**src/rtl/seq_lookahead_divider.sv**
```systemverilog
// Iterative restoring divider that produces one quotient bit per clock.
// Each trial subtraction is rem + ~divisor + 1, with carries taken from
// chained 4-bit carry-lookahead groups.
// Optional build macro: SIGNED_DIV_EN (two's-complement operands; the sign is
// fixed up on the transition into DONE).
module seq_lookahead_divider #(
    parameter int unsigned WIDTH = 8
) (
    input  logic             clk,
    input  logic             rst_n,
    input  logic             in_valid,
    output logic             in_ready,
    input  logic [WIDTH-1:0] dividend,
    input  logic [WIDTH-1:0] divisor,
    output logic             out_valid,
    input  logic             out_ready,
    output logic [WIDTH-1:0] quotient,
    output logic [WIDTH-1:0] remainder,
    output logic             div_by_zero
);

    localparam int unsigned NumGroups = WIDTH / 4;
    localparam int unsigned CntW      = $clog2(WIDTH + 1);

    if ((WIDTH % 4) != 0 || WIDTH < 4) begin : g_bad_width
        $error("seq_lookahead_divider: WIDTH must be a multiple of 4 and at least 4");
    end

    typedef enum logic [1:0] {StIdle, StCalc, StDone} state_e;

    state_e            state_q;
    logic [CntW-1:0]   count_q;
    logic [WIDTH-1:0]  rem_q;
    logic [WIDTH-1:0]  quo_q;
    logic [WIDTH-1:0]  dvs_q;
    logic [WIDTH-1:0]  quotient_q;
    logic [WIDTH-1:0]  remainder_q;
    logic              dbz_q;

    // Datapath signals for one iteration
    logic [WIDTH-1:0]  a_lo;
    logic [WIDTH-1:0]  nb;
    logic [WIDTH-1:0]  diff;
    logic [WIDTH:0]    carry;
    logic              no_borrow;
    logic [WIDTH-1:0]  rem_nx;
    logic [WIDTH-1:0]  quo_nx;

    // Values latched on accept and results written on entry to DONE
    logic [WIDTH-1:0]  acc_dd;
    logic [WIDTH-1:0]  acc_dv;
    logic [WIDTH-1:0]  fin_quo;
    logic [WIDTH-1:0]  fin_rem;

    // Shifted partial remainder: the top bit is rem_q[WIDTH-1], and the low bits
    // pick up the quotient MSB.
    assign a_lo = {rem_q[WIDTH-2:0], quo_q[WIDTH-1]};
    assign nb   = ~dvs_q;

    // Trial subtraction through chained 4-bit lookahead groups (carry-in 1).
    always_comb begin
        logic [3:0] gg;
        logic [3:0] pp;
        logic       ci;
        gg       = '0;
        pp       = '0;
        ci       = 1'b0;
        diff     = '0;
        carry    = '0;
        carry[0] = 1'b1;
        for (int k = 0; k < int'(NumGroups); k++) begin
            gg = a_lo[4*k +: 4] & nb[4*k +: 4];
            pp = a_lo[4*k +: 4] ^ nb[4*k +: 4];
            ci = carry[4*k];
            carry[4*k+1] = gg[0] | (pp[0] & ci);
            carry[4*k+2] = gg[1] | (pp[1] & gg[0]) | (pp[1] & pp[0] & ci);
            carry[4*k+3] = gg[2] | (pp[2] & gg[1]) | (pp[2] & pp[1] & gg[0])
                         | (pp[2] & pp[1] & pp[0] & ci);
            carry[4*k+4] = gg[3] | (pp[3] & gg[2]) | (pp[3] & pp[2] & gg[1])
                         | (pp[3] & pp[2] & pp[1] & gg[0]) | ((&pp) & ci);
            for (int j = 0; j < 4; j++) begin
                diff[4*k+j] = pp[j] ^ carry[4*k+j];
            end
        end
    end

    // The top bit subtracts a zero-extended divisor bit (~0 = 1), so its
    // carry-out is a | c. A carry-out of 1 means there is no borrow.
    assign no_borrow = rem_q[WIDTH-1] | carry[WIDTH];
    assign rem_nx    = no_borrow ? diff : a_lo;
    assign quo_nx    = {quo_q[WIDTH-2:0], no_borrow};

`ifdef SIGNED_DIV_EN
    logic neg_quo_q;
    logic neg_rem_q;

    // Take the operand magnitudes on accept and apply the result signs at the end
    always_comb begin
        acc_dd  = dividend[WIDTH-1] ? -dividend : dividend;
        acc_dv  = divisor[WIDTH-1]  ? -divisor  : divisor;
        fin_quo = neg_quo_q ? -quo_nx : quo_nx;
        fin_rem = neg_rem_q ? -rem_nx : rem_nx;
    end

    // Sign flags for the operation in flight
    always_ff @(posedge clk) begin
        if (!rst_n) begin
            neg_quo_q <= 1'b0;
            neg_rem_q <= 1'b0;
        end else if (state_q == StIdle && in_valid) begin
            neg_quo_q <= dividend[WIDTH-1] ^ divisor[WIDTH-1];
            neg_rem_q <= dividend[WIDTH-1];
        end
    end
`else
    // Unsigned operation passes operands and results through unchanged
    always_comb begin
        acc_dd  = dividend;
        acc_dv  = divisor;
        fin_quo = quo_nx;
        fin_rem = rem_nx;
    end
`endif

    // Control FSM with the datapath registers and registered result outputs
    always_ff @(posedge clk) begin
        if (!rst_n) begin
            state_q     <= StIdle;
            count_q     <= '0;
            rem_q       <= '0;
            quo_q       <= '0;
            dvs_q       <= '0;
            quotient_q  <= '0;
            remainder_q <= '0;
            dbz_q       <= 1'b0;
        end else begin
            unique case (state_q)
                StIdle: begin
                    if (in_valid) begin
                        rem_q <= '0;
                        quo_q <= acc_dd;
                        dvs_q <= acc_dv;
                        if (divisor == '0) begin
                            quotient_q  <= '1;
                            remainder_q <= dividend;
                            dbz_q       <= 1'b1;
                            state_q     <= StDone;
                        end else begin
                            count_q <= CntW'(WIDTH);
                            state_q <= StCalc;
                        end
                    end
                end
                StCalc: begin
                    rem_q   <= rem_nx;
                    quo_q   <= quo_nx;
                    count_q <= count_q - CntW'(1);
                    if (count_q == CntW'(1)) begin
                        quotient_q  <= fin_quo;
                        remainder_q <= fin_rem;
                        state_q     <= StDone;
                    end
                end
                StDone: begin
                    if (out_ready) begin
                        dbz_q   <= 1'b0;
                        state_q <= StIdle;
                    end
                end
                default: state_q <= StIdle;
            endcase
        end
    end

    assign in_ready    = (state_q == StIdle);
    assign out_valid   = (state_q == StDone);
    assign quotient    = quotient_q;
    assign remainder   = remainder_q;
    assign div_by_zero = dbz_q;

endmodule
```
**config.mk**
```make
export PLATFORM = sky130hd
export DESIGN_NAME = seq_lookahead_divider
export DESIGN_NICKNAME = d
export VERILOG_FILES = /design/src/rtl/seq_lookahead_divider.sv
export SDC_FILE = /design/constraint.sdc
export NUM_CORES = 1
export LEC_CHECK = 0
export BUFFER_PORTS_ARGS = -buffer_cell sky130_fd_sc_hd__buf_2
export CORE_MARGIN = 3
export CORE_UTILIZATION = 55
export DETAILED_ROUTE_END_ITERATION = 16
export PLACE_DENSITY = 0.78
export SYNTH_ARGS = -nofsm -noshare
export SYNTH_HDL_FRONTEND = slang
export SYNTH_SLANG_ARGS = --single-unit
```
**constraint.sdc**
```tcl
create_clock -name clk -period 4.4 [get_ports clk]
set_input_delay 0.22 -clock clk [delete_from_list [all_inputs] [get_ports clk]]
set_output_delay 0.22 -clock clk [all_outputs]
set_load 0.03 [all_outputs]
```
==> impl_metrics.tcl <==
set metrics [dict create \
    crit_fanout 21 \
    crit_path_start_kind "flip-flop" \
    run_status "completed" \
    clock_sinks 47 \
    hold_viol 0 \
    finish.utilization_pct 66.18 \
    cts_tree "done" \
    cts_root_buffer "clkbuf_8" \
    seqPwrFrac_pct 40.1 \
    drtPass1Iterations 4 \
    drt-total-wl_mm 5.249 \
    h-tree-depth 2 \
    critPathTopFamily "simple AND/OR/NAND/NOR gates" \
    path_common_cell "nand2_1" \
    ys.flop_type "dfxtp_1" \
    final.period_utilization_pct 53.91 \
    combinationalPowerShare_pct 29.4 \
    rsz0062_at_grt "no" \
    cpMaxStageDelayCell "nor3b_4" \
    final.min_clock_period_ns 2.372 \
    hpwl_mm 3.949 \
    cp_data_required_time_ns 4.62 \
    cell_internal_pwr_w 0.0008410 \
    grt_max_degree 44 \
    synth.distinct_cells 47 \
    setup_tns_ns 0 \
    worstRegToRegCells 5 \
    synth_edf_count 0 \
    synth-seq-cells 47 \
    start_util_pct 58.73 \
    synthTopCellsByArea "dfxtp_1 (39%), nand2_1 (8.9%), ha_1 (5.7%)" \
    die_h_um 72.52 \
    wl_per_cell_um 14.26 \
    core-area_um2 4144 \
    dieWidth_um 72.52 \
    ctsResizeCount 0 \
    setup_viol 0 \
    final_common_cell "nand2_1" \
    drtAntennaViolNets 0 \
    max_slew_margin_pct 49.88 \
    critPathCaptureType "flip-flop" \
    critical_path.max_stage_delay_ns 0.66 \
    num_rows 23 \
    total_leakage_power_nw 1.296 \
    area_growth_pct 12.70 \
    nFillCells 372 \
    cts_setup_buffers 0 \
    grt_overflow 0 \
    clock.fmax_mhz 421.6 \
    syn_avg_cell_area_um2 8.450 \
    synth.top_cell.area_share_pct 38.66 \
    mappedNetlistArea_um2 2434 \
    die-area_um2 5259 \
    port_buffers 38 \
    synth_fp_nets 320 \
    whs_ns 0.1794 \
    min_path_cells 3 \
    p_sw_share_pct 31.24 \
    crit_type "reg -> reg" \
    grt_pass1_vias 1901 \
    dr_total_vias 2067 \
    via_per_inst 5.617 \
    gp_congestion 0.8626 \
    finClkSkew_ns 0.008618 \
    ir_drop_uv 241.9 \
    path_clk_slew_ns 0.09 \
    finalMaxSlewViolations 0 \
    worst-path-stages 5 \
    async_flop_share_pct 0 \
    power_frac_clock_pct 30.5 \
    antenna_found_initial 0 \
    cp.buffers_inverters 0 \
    finalNetCount 349 \
    drive_gt1_share_pct 17.30 \
    p_sw_w 0.0003821 \
    syn-instance-count 288 \
    synth_warnings 0 \
    worst_slew_pin_slew_ns 0.7449 \
    drc 0 \
    grt_util_all_layers_pct 21.37 \
    clk_latency_ns 0.31 \
    initialDrtViolationCount 115 \
    crit_arrival_ns 2.59 \
    hold_path_class "in -> reg" \
    max_cap_viol_count 0 \
    ctsHoldBuffers 0 \
    clk_path_buf_depth 2 \
    cts_buffers 5 \
    yosysTopAreaCell "dfxtp_1" \
    worstPathCellList "nor3b_4 -> nand3_2 -> nand2_1 -> nand2_1 -> o221ai_1" \
    num_io_pins 39 \
    grt_pass1_wl_mm 8.769 \
    n_antenna_cell 0 \
    final_cell_mix "nand2_1 (58), dfxtp_1 (47), buf_2 (38), nor2_1 (19), o21ai_0 (16)" \
    yosysSeqAreaShare_pct 38.66 \
    p_per_area_nw_per_um2 446.0 \
]
-- routing by layer --
layer	wire (um)	vias up	track usage, %
met4	70	0	6.352
met1	2524	942	29.37
met5	0	-	0
met2	2413	49	32.87
met3	240	8	5.679
li1	-	1068	-
-- cells by family after synthesis --
kind of cell | synth area share [%]
compound gates | 23.75
xor+xnor | 2.519
fa+ha+maj | 6.478
buf+inv | 5.295
flops | 38.66
mux | 3.445
simple gates | 19.85
-- worst reg2reg max path: cells and delay by family, from the launching register on --
family / cells / cell delay, ns
simple gates: 4 / 1.68
compound gates: 1 / 0.19
flops: 1 / 0.43
-- flip-flops by register name, summed over array words and instances, names as in the netlist --
| name | flops |
|---|---|
| dvs_q | 8 |
| quo_q | 8 |
| quotient | 8 |
| rem_q | 8 |
| remainder | 8 |
| count_q | 4 |
| state_q | 2 |
| div_by_zero | 1 |
-- through the flow --
stage	cell area [um2]	worst slack [ns]	instances	total power, W
floorplan	2434	2.420	288	0.0007977
global placement	2610	2.109	360	0.0008492
detailed placement	2610	2.022	360	0.0008570
CTS	2743	2.008	368	0.001229
global route	2743	1.710	368	0.001287
finish	2743	2.028	368	0.001223
-- final cells by class --
cell class | count | area (um2) | share of cell area (%)
tap | 50 | 62.56 | 2.281
sequential | 47 | 940.9 | 34.31
multi-input combinational | 211 | 1364 | 49.73
inverter | 14 | 52.55 | 1.916
clock buffer | 6 | 72.57 | 2.646
timing repair buffer | 38 | 190.2 | 6.934
clock inverter | 2 | 60.06 | 2.190
-- final timing paths --
check / from / end / slack, ns
worst min-delay path: divisor[2] / dvs_q[2] / 0.18
worst max-delay path: state_q[0] / remainder[2] / 2.03
worst min register to register: dvs_q[3] / dvs_q[3] / 0.47
worst max register to register: state_q[0] / remainder[2] / 2.03
-- power groups by stage --
stage	Clock (W)	Combinational (W)	Sequential, W
5_1_grt	0.000394	0.000399	0.000494
2_1_floorplan	0	0.000294	0.000504
4_1_cts	0.000380	0.000360	0.000489
3_3_place_gp	0	0.000351	0.000498
3_5_place_dp	0	0.000358	0.000499
6_report	0.000373	0.000360	0.000490
-- synth_stat cells, drive strengths merged (6+ instances only) --
cell type / count
o211ai: 6
o21ai: 17
o211a: 11
dfxtp: 47
a21boi: 10
a21oi: 9
clkbuf: 11
inv: 14
a31oi: 7
ha: 11
nor2: 19
or3: 7
nand2: 58
(Power assumes the default switching activity.)
